`src/rtl/rs15_9_pkg.sv`:
```
// Shared RS(15,9) over GF(16) definitions: field constants, generator
// coefficients and encoder FSM encodings.
package rs15_9_pkg;

   localparam int SYM_W = 4;
   localparam int N     = 15;
   localparam int K     = 9;
   localparam int NPAR  = N - K;

   typedef logic [SYM_W-1:0] sym_t;

   // x^4 = x + 1, the x^4 term itself is implicit
   localparam sym_t PRIM_POLY = 4'b0011;

   // alpha^i, index i = 0..14
   localparam logic [N-1:0][SYM_W-1:0] ALPHA_TBL = {
      4'h9, 4'hD, 4'hF, 4'hE, 4'h7, 4'hA, 4'h5, 4'hB,
      4'hC, 4'h6, 4'h3, 4'h8, 4'h4, 4'h2, 4'h1
   };

   // g5..g0 of the monic generator; g6 = 1 is implicit in the LFSR feedback
   localparam logic [NPAR-1:0][SYM_W-1:0] GEN_COEF = {
      4'h7, 4'h9, 4'h3, 4'hC, 4'hA, 4'hC
   };

   localparam logic [3:0] LAST_SYM = 4'(K - 1);

   typedef enum logic [1:0] {
      ST_IDLE  = 2'd0,
      ST_SHIFT = 2'd1,
      ST_DONE  = 2'd2
   } enc_state_e;

endpackage

```
`src/rtl/rs15_9_encoder_gf16_mul.sv`:
```
// Combinational GF(16) multiplier, shift-and-add reduced by x^4+x+1.
// With one operand tied to a constant, synthesis folds it to a few XORs.
module gf16_mul
   import rs15_9_pkg::*;
(
   input  logic [SYM_W-1:0] a_i,
   input  logic [SYM_W-1:0] b_i,
   output logic [SYM_W-1:0] p_o
);

   sym_t acc;
   sym_t shifted;

   // NOTE: blocking is intended here; acc and shifted evolve in loop order.
   always_comb begin
      acc     = '0;
      shifted = a_i;
      for (int i = 0; i < SYM_W; i++) begin
         if (b_i[i]) acc = acc ^ shifted;
         shifted = {shifted[SYM_W-2:0], 1'b0} ^ (shifted[SYM_W-1] ? PRIM_POLY : '0);
      end
      p_o = acc;
   end

endmodule

```
`src/rtl/rs15_9_encoder.sv`:
```
// Systematic RS(15,9) encoder: serial LFSR division by g(x), one message
// symbol per clock, highest degree first; 60-bit codeword after 10 busy cycles.
module rs15_9_encoder
   import rs15_9_pkg::*;
(
   input  logic         clk,
   input  logic         rst_n,
   input  logic [35:0]  messageIn,
   input  logic         encodeMessage,
   output logic         encoderBusy,
   output logic [59:0]  codewordOut,
   output logic         codewordValid
);

   enc_state_e                    state_q, state_d;
   logic [K-1:0][SYM_W-1:0]       msg_q, msg_d;
   logic [NPAR-1:0][SYM_W-1:0]    par_q, par_d;
   logic [3:0]                    cnt_q, cnt_d;
   logic [59:0]                   cw_q, cw_d;
   logic                          valid_q, valid_d;

   sym_t                          fb;
   logic [NPAR-1:0][SYM_W-1:0]    prod;

   assign fb = msg_q[cnt_q] ^ par_q[NPAR-1];

   for (genvar gi = 0; gi < NPAR; gi++) begin : g_coef_mul
      gf16_mul u_mul (
         .a_i (fb),
         .b_i (GEN_COEF[gi]),
         .p_o (prod[gi])
      );
   end

   // NOTE: every *_d gets its default first, so no branch can infer a latch.
   always_comb begin
      state_d = state_q;
      msg_d   = msg_q;
      par_d   = par_q;
      cnt_d   = cnt_q;
      cw_d    = cw_q;
      valid_d = 1'b0;

      unique case (state_q)
         ST_IDLE: begin
            if (encodeMessage) begin
               msg_d   = messageIn;
               par_d   = '0;
               cnt_d   = LAST_SYM;
               state_d = ST_SHIFT;
            end
         end

         ST_SHIFT: begin
            par_d[0] = prod[0];
            for (int i = 1; i < NPAR; i++) begin
               par_d[i] = par_q[i-1] ^ prod[i];
            end
            if (cnt_q == 4'd0) begin
               state_d = ST_DONE;
            end else begin
               cnt_d = cnt_q - 4'd1;
            end
         end

         ST_DONE: begin
            cw_d    = {msg_q, par_q};
            valid_d = 1'b1;
            state_d = ST_IDLE;
         end

         default: state_d = ST_IDLE;
      endcase
   end

   // NOTE: synchronous reset; non-blocking so every flop samples pre-edge values.
   always_ff @(posedge clk) begin
      if (!rst_n) begin
         state_q <= ST_IDLE;
         msg_q   <= '0;
         par_q   <= '0;
         cnt_q   <= '0;
         cw_q    <= '0;
         valid_q <= 1'b0;
      end else begin
         state_q <= state_d;
         msg_q   <= msg_d;
         par_q   <= par_d;
         cnt_q   <= cnt_d;
         cw_q    <= cw_d;
         valid_q <= valid_d;
      end
   end

   assign encoderBusy   = (state_q != ST_IDLE);
   assign codewordOut   = cw_q;
   assign codewordValid = valid_q;

endmodule

```
`config.mk`:
```
export PLATFORM = sky130hd
export DESIGN_NAME = rs15_9_encoder
export DESIGN_NICKNAME = d
export VERILOG_FILES = /design/src/rtl/rs15_9_pkg.sv /design/src/rtl/rs15_9_encoder_gf16_mul.sv /design/src/rtl/rs15_9_encoder.sv
export SDC_FILE = /design/constraint.sdc
export NUM_CORES = 1
export LEC_CHECK = 0
export BUFFER_PORTS_ARGS = -buffer_cell sky130_fd_sc_hd__buf_2
export CORE_MARGIN = 1.5
export CORE_UTILIZATION = 37
export CTS_CLUSTER_SIZE = 30
export DETAILED_ROUTE_END_ITERATION = 10
export SLEW_MARGIN = 10
export SYNTH_ARGS = -nofsm -noshare
export SYNTH_HDL_FRONTEND = slang
export SYNTH_SLANG_ARGS = --single-unit
```
`constraint.sdc`:
```
create_clock -name clk -period 3.1 [get_ports clk]
set_input_delay 0.155 -clock clk [delete_from_list [all_inputs] [get_ports clk]]
set_output_delay 0.155 -clock clk [all_outputs]
set_load 0.05 [all_outputs]
```
# After elaboration in Yosys (flattened, before gate mapping)
# Index checks and enable logic that the tools add are counted.
# W data, S select, Z words.
word_totals:
  register_bits: 127
  latch_bits: 0
  mem_bits_rw: 0
  rom_bits: 0
  inputBits: 39
  memories: 0
classes:
  addsub: 1
  multipliers: 0
  n_div: 0
  n_lt_le_gt_ge: 1
  n_eq_ne: 5
  shifts: 0
  muxes: 14
  n_bitwise: 14
  reduce_logical: 8
op_table:
  columns: ["op", "count"]
  rows:
  - ["$xor A4 B4 Y4", 14]
  - ["$pmux W24 S2", 1]
  - ["$mux W24", 1]
  - ["$bmux W4 S4", 1]
  - ["$mux W4", 3]
  - ["$mux W2", 5]
  - ["$pmux W4 S2", 1]
  - ["$ne A2 B2 Y1 const B", 3]
  - ["$reduce_and A2 Y1", 3]
  - ["$lt A4 B5 Y1 const B", 1]
  - ["$logic_not A4 Y1", 1]
  - ["$pmux W2 S2", 1]
  - ["$reduce_bool A2 Y1", 2]
  - ["$sub A4 B1 Y4 const B", 1]
  - ["$reduce_and A3 Y1", 1]
  - ["$eq A2 B1 Y1 const B", 1]
  - ["$eq A2 B2 Y1 const B", 1]
  - ["$logic_not A2 Y1", 1]
  - ["$mux W1", 1]

# Depth between registers and ports, before layout
# Gate-level depths: netlist (run 1).
depth:
  word_depth: 12
  ltp_mapped: 9
  depth_no_buf: 7

# Modules after synthesis
# From an unflattened synthesis (run 1), not the netlist that was laid out.
hier_totals:
  cells_unflattened: 827
  area_unflattened_um2: 6789.0
modules_own_cells:
  columns: ["module", "n_inst", "cells_per_inst", "area_per_inst_um2"]
  rows:
  - ["rs15_9_encoder", 1, 617, 5258.8]
  - ["gf16_mul (g_coef_mul[1].u_mul ...)", 5, 35, 254.0]
  - ["gf16_mul (g_coef_mul[0].u_mul)", 1, 35, 260.2]

# Worst setup path after synthesis (run 1)
# OpenSTA, ideal clock, no wires.
synth_timing:
  path_type: "register -> register"
  startpoint: "register cnt_q[0]"
  endpoint: "register par_q[20] (netlist bit)"
  setup_time_ps: 117
  t_arrival_ps: 2173
  required_ps: 2983
  path_slack_ps: 810
  path_stages_with_launch: 9
  n_path_buf: 1
  period_less_slack_ps: 2290
  cell_sequence: "dfxtp_1 buf_6 mux2i_1 a21oi_1 a32oi_4 xor2_2 xnor3_2 xor2_1 a22o_1"
synth_via:
  elab_chain_len: 9
  elab_cells_between_ends: 11
  classes_between: "mux: 5; bitwise: 6"
synth_lines:
  columns: ["item", "line", "rtl"]
  rows:
  - ["start: declaration", "rs15_9_encoder.sv:18", "logic [3:0] cnt_q, cnt_d;"]
  - ["start signal: assignment", "rs15_9_encoder.sv:89", "cnt_q <= cnt_d;"]
  - ["$bmux W4 S4 (*)", "rs15_9_encoder.sv:25", "assign fb = msg_q[cnt_q] ^ par_q[NPAR-1];"]
  - ["$mux W4 (implied by the code) (*)", "rs15_9_encoder.sv:25", null]
  - ["$xor A4 B4 Y4 (*)", "rs15_9_encoder.sv:25", null]
  - ["$mux W2 / $xor A4 B4 Y4 (equally long branches)", "rs15_9_encoder_gf16_mul.sv:20", "shifted = {shifted[SYM_W-2:0], 1'b0} ^ (shifted[SYM_W-1] ? PRIM_POLY : '0);"]
  - ["$xor A4 B4 Y4 / $mux W2 (equally long branches)", "rs15_9_encoder_gf16_mul.sv:20", null]
  - ["$xor A4 B4 Y4 (on tied branches)", "rs15_9_encoder_gf16_mul.sv:19, rs15_9_encoder_gf16_mul.sv:20", null]
  - ["$xor A4 B4 Y4 (*)", "rs15_9_encoder_gf16_mul.sv:19", "if (b_i[i]) acc = acc ^ shifted;"]
  - ["$xor A4 B4 Y4 (*)", "rs15_9_encoder.sv:57", "par_d[i] = par_q[i-1] ^ prod[i];"]
  - ["$pmux W24 S2 (*)", "rs15_9_encoder.sv:44", "unique case (state_q)"]
  - ["end signal: assignment", "rs15_9_encoder.sv:88", "par_q <= par_d;"]
  - ["end: declaration", "rs15_9_encoder.sv:17", "logic [NPAR-1:0][SYM_W-1:0] par_q, par_d;"]
# Mark *: on every way between the ends. The rest lies on a longest branch, timed or not. The select of a mux whose other input is x is not followed.
# A chain may end at the register's enable or synchronous reset.

# Worst setup path after layout (run 1)
# Same ends and word-level chain as after synthesis.

==> results of run 1 <==
[layout make-up]
cell class | count | area share [%]
multi-input combinational | 439 | 38.39
sequential | 127 | 36.38
timing repair buffer | 142 | 12.93
clock buffer | 21 | 6.589
tap | 180 | 3.223
clock inverter | 11 | 2.328
inverter | 3 | 0.1611
[state kept, by name (all words and copies together) (netlist names)]
register and cells:
codewordValid 1, msg_q 36, state_q 2, codewordOut 60, par_q 24, cnt_q 4
[worst max-delay path, stage by stage, from the launching register on]
cell,delay (ns)
dfxtp_1,0.30
buf_4,0.29
mux2i_1,0.25
a21oi_1,0.13
a32oi_4,0.35
xor2_2,0.29
xnor3_2,0.54
xor2_1,0.16
a22o_1,0.18
[worst min-delay path by stage]
stage / endpoint / depth (start not counted)
floorplan: msg_q[0] / 2
global placement: msg_q[34] / 3
detailed placement: msg_q[4] / 3
CTS: msg_q[3] / 3
global route: msg_q[3] / 3
finish: msg_q[3] / 3
[what timing repair did]
| item | 4_1_cts | 5_1_grt |
|---|---|---|
| setup buffers | 0 | 0 |
| hold endpoints to repair | 35 | 0 |
| hold buffers | 35 | 0 |
[cells by family after synthesis]
logic type,after synthesis
AO/OA/AOI/OAI,137
flip-flops,127
XOR/XNOR,41
multiplexers,16
AND/OR/NAND/NOR,244
buffers and inverters,43
adder cells (fa/ha/maj),1
[metal layers]
layer / share of wire, % / global-route usage (%)
met5: 0 / 0
met4: 1.9 / 8.190
met3: 5.0 / 4.167
met2: 44 / 28.04
met1: 49 / 23.77
[layout by cell type (no fill, tap or decap), types with 3 or more instances in the layout]
cell,n
a21boi_0,98
a21oi_1,4
a22o_1,6
and2_1,8
buf_2,100
buf_4,7
bufinv_16,4
clkbuf_16,17
clkinv_2,4
clkinvlp_4,3
dfxtp_1,127
dlygate4sd3_1,35
inv_1,3
mux2i_1,16
nand2_1,216
nand3_1,6
nor2_1,5
o21ai_1,17
xnor2_1,24
xnor2_2,3
xnor2_4,3
xor2_1,7
[through the flow]
step                      setup slack [ns]  cells  util, %  hold WS, ns  area [sq um]
after floorplan                     0.8100    609        -       0.2999          5400
after detailed placement            0.5044    856    42.83       0.4179          6015
after CTS                           0.4932    923    49.76     0.002945          6988
after global routing                0.3479    923    49.76      0.04362          6988
after global placement              0.6331    856    42.83       0.4139          6015
final                               0.5011    923    49.76      0.02430          6988
[power by group through the flow]
stage	clock, mW	sequential [mW]	combinational (mW)
finish	2.09	1.85	1.04
detailed placement	0	1.88	1.01
global route	2.20	1.87	1.13
floorplan	0	1.88	0.803
global placement	0	1.89	0.981
CTS	2.13	1.85	1.05
==> reports/results.tsv, run 1 <==
metric	value	unit
outcome	completed	
synthCells	609	
cts_buffer_depth	2	
finalCriticalPeriod	2.599	ns
worst_setup_path_end_kind	flop	
path_max_fanout	20	
switchingPower	1.370	mW
cts.sinks	127	
cap_viol_max_count	0	
leakage	2.736	nW
synth_edf_count	0	
p_seq_share	37.2	%
p_sw_share	27.50	%
synth_top_family_by_area	compound AO/OA/AOI/OAI gates	
synth_top_area_share	47.08	%
setup_tns	0	ns
ys_warn_count	0	
max_freq	0.3848	GHz
finalPower	4.983	mW
tightestPinTransition	0.8950	ns
rr_worst_depth	8	
root_buffer	clkbuf_16	
io_buffers	100	
firstDrtPassIters	4	
insertion_delay	0.42	ns
grt_pass1_wl	21.22	mm
fin_worst_skew	0.01071	ns
worst_ep_arrival_time	2.91	ns
synth_most_common_cell	nand2_1	
peakVddDrop	0.4229	mV
ff_latch_area	2542	sq um
grt.total_usage	18.02	%
antenna_cells	0	
synth_compound_area_share	19.23	%
finalWirelength	12.99	mm
syn_nets	649	
path_clk_slew	0.06	ns
required	3.41	ns
slew_headroom	40.19	%
endpoint	par_q[20]	
drcViolationCount	0	
async_reset_ff_share	0	%
yosys_most_used_dff	dfxtp_1	
critPathKind	reg2reg	
via_count	4403	
die_area	15330	sq um
grt_pass1_vias	4391	
synthTopCellsByArea	dfxtp_1 (47%), nand2_1 (15%), a21boi_0 (14%)	
crit_path_start	cnt_q[0]	
synth_fa_ha_area_share	0.2317	%
dieHeight	123.8	um
antenna_found_initial	0	
clockPowerShare	42.0	%
synth_area_leader_cell	dfxtp_1	
hold_viol	0	
post_drt_wl_per_cell	14.08	um
p_int	3.613	mW
cts_buffers	17	
die_x	123.8	um
start_util	38.46	%
r2r-end	par_q[20]	
io-pin-count	101	
cts_tree	done	
synth_area	5400	sq um
setup_viol	0	
synth-simple-area-share	18.03	%
worstHoldPathType	in2reg	
period_share	83.84	%
row_count	43	
critPathLaunchType	flop	
muxShareOfSynthArea	2.966	%
drtAntennaViolNets	0	
synth_xor_area_share	9.036	%
viasPerCell	4.770	
combPwrFrac	20.9	%
ys_ff_latch	127	
powerDensity	713.1	nW/um^2
drt_iter0_markers	182	
grt_max_degree	98	
cts_resized	0	
synth.avg_cell_area	8.867	sq um
synthTopCellsByCount	nand2_1 (216), dfxtp_1 (127), a21boi_0 (98)	
r2r_setup_slack	0.50	ns
r2r-start	cnt_q[0]	
multiInputGateArea	2683	sq um
coreArea	14040	sq um
drive_above_1_share	20.59	%
min-delay-start	messageIn[3]	
ys_seq_area_share	47.08	%
synth.distinct_cells	37	
rsz0062_at_grt	false	
grt.overflow.total	0	
gp_congestion	0.8851	
h-tree-depth	4	
dp_hpwl	8.787	mm
fill_cells	1330	
finalNetCount	770	
area_growth	29.40	%
drv_slew	0	
(Power assumes the default switching activity.)
==> run 2, diff against run 1 <==
- clock period: 3.1 -> 2.2 ns (I/O delays scaled with it)
==> reports/results.tsv, run 2 (same netlist as run 1, synthesis figures left out) <==
metric	value	unit
drt_iter0_markers	225	
leakage	3.017	nW
p_int	5.782	mW
failed_checks	setup timing	
slowest_delay	0.50	ns
cts_buffers	17	
cts.sinks	127	
grt.overflow.total	0	
dpl_cell_area	6186	sq um
finalNetCount	806	
worst_ep_arrival_time	2.60	ns
die_x	123.8	um
hold_viol	0	
rsz0062_at_grt	true	
worst_setup_path_end_kind	flop	
finalCriticalPeriod	2.297	ns
dieHeight	123.8	um
path_clk_slew	0.06	ns
antenna_cells	0	
clockPowerShare	39.4	%
grt.total_usage	18.62	%
setup_slack	-0.09671	ns
io-pin-count	101	
cap_viol_max_count	0	
tightestPinTransition	0.7715	ns
io_buffers	100	
switchingPower	2.104	mW
root_buffer	clkbuf_16	
worstPathCellList	buf_12 > mux2i_4 > a22oi_2 > a32oi_4 > xnor2_4 > xnor3_2 > xor2_1 > a22o_1	
insertion_delay	0.42	ns
max_freq	0.4354	GHz
p_seq_share	33.4	%
area_growth	41.66	%
coreArea	14040	sq um
slowest_stage	xnor3_2	
rr_worst_depth	8	
finalInstanceArea	7650	sq um
grt_pass1_vias	4559	
critPathLaunchType	flop	
peakVddDrop	0.6500	mV
crit_path_start	cnt_q[0]	
cts_buffer_depth	2	
period_share	104.4	%
via_count	4530	
cts_tree	done	
hold_depth	2	
slew_headroom	48.57	%
gp_congestion	0.8434	
antenna_found_initial	0	
p_sw_share	26.68	%
grt_max_degree	95	
h-tree-depth	4	
placed_cells	872	
viasPerCell	4.724	
finalNonFillerCells	959	
min-delay-start	rst_n	
drtAntennaViolNets	0	
required	2.50	ns
largest_reg_flops	60	
drive_above_1_share	27.21	%
finalWirelength	13.40	mm
die_area	15330	sq um
mostFrequentLayoutCells	nand2_1 (215), dfxtp_1 (125), buf_2 (100), a21boi_0 (98), dlygate4sd3_1 (36)	
grt_pass1_wl	21.89	mm
row_count	43	
combPwrFrac	27.3	%
dp_slack	-0.2612	ns
drv_slew	0	
fin_worst_skew	0.009216	ns
outcome	finished, violations left	
firstDrtPassIters	4	
mostFrequentLayoutCell	nand2_1	
start_util	38.46	%
critPathKind	reg2reg	
powerDensity	1031	nW/um^2
worstHoldPathType	in2reg	
post_drt_wl_per_cell	13.97	um
r2r-start	cnt_q[0]	
setup_viol	13	
path_max_fanout	8	
drcViolationCount	0	
dp_hpwl	9.049	mm
## run 2: cell types whose count changed in the layout (fill, tap and decap cells not counted), sizes merged
cell / before / now
buf: 107 / 142
bufinv: 4 / 6
clkbuf: 21 / 19
clkinv: 4 / 6
clkinvlp: 3 / 1
dlygate4sd3: 35 / 36
## run 2: area by class of cell
type                       count  area (sq um)
multi-input combinational    439          2910
clock inverter                13         217.7
timing repair buffer         178          1305
clock buffer                  19         432.9
fill                        1228          6392
tap                          180         225.2
inverter                       3         11.26
sequential                   127          2547
## run 2: path summary, 6_finish.rpt
| kind | end | slack [ns] |
|---|---|---|
| hold / removal | state_q[0] | 0.1 |
| setup reg to reg | par_q[20] | -0.1 |
| hold reg to reg | codewordOut[33] | 0.46 |
| setup / recovery | par_q[20] | -0.1 |
## run 2: metal layers
| metal | up-vias | wire length, um | part of all wire (%) | global-route usage [%] |
|---|---|---|---|---|
| met5 | - | 0 | 0 | 0 |
| li1 | 2329 | - | - | - |
| met1 | 2111 | 6461 | 48 | 23.89 |
| met4 | 0 | 106 | 0.79 | 7.184 |
| met3 | 6 | 549 | 4.1 | 4.533 |
| met2 | 84 | 6284 | 47 | 30.25 |
## run 2: critical path, delay by kind of cell, from the launching register on
| kind | cells | cell delay, ns |
|---|---|---|
| flops | 1 | 0.36 |
| compound gates | 3 | 0.62 |
| buf+inv | 1 | 0.15 |
| xor+xnor | 3 | 0.83 |
| mux | 1 | 0.23 |
## run 2: stage by stage
| step | setup TNS [ns] | hold slack, ns | utilization, % | total power [mW] |
|---|---|---|---|---|
| 2_1_floorplan | -0.1145 | 0.2549 | - | 3.783 |
| 3_3_place_gp | -1.841 | 0.3706 | 44.05 | 4.230 |
| 3_5_place_dp | -3.804 | 0.3712 | 44.05 | 4.268 |
| 4_1_cts | -0.3601 | 0.08900 | 52.96 | 7.639 |
| 5_1_grt | -2.239 | 0.1160 | 54.48 | 8.224 |
| 6_report | -0.5588 | 0.09664 | 54.48 | 7.886 |
## run 2: power groups by stage
| stage | registers, mW | clock network [mW] | logic, mW |
|---|---|---|---|
| global route | 2.65 | 3.26 | 2.31 |
| finish | 2.63 | 3.10 | 2.15 |
| detailed placement | 2.67 | 0 | 1.60 |
| global placement | 2.67 | 0 | 1.56 |
| floorplan | 2.65 | 0 | 1.13 |
| CTS | 2.62 | 3.15 | 1.87 |
## run 2: what timing repair did
action	in CTS	in global routing
setup endpoints to repair	21	23
buffers inserted	15	5
hold buffers	36	0
hold endpoints to repair	36	0
pin swaps	8	9
resized for setup	25	24
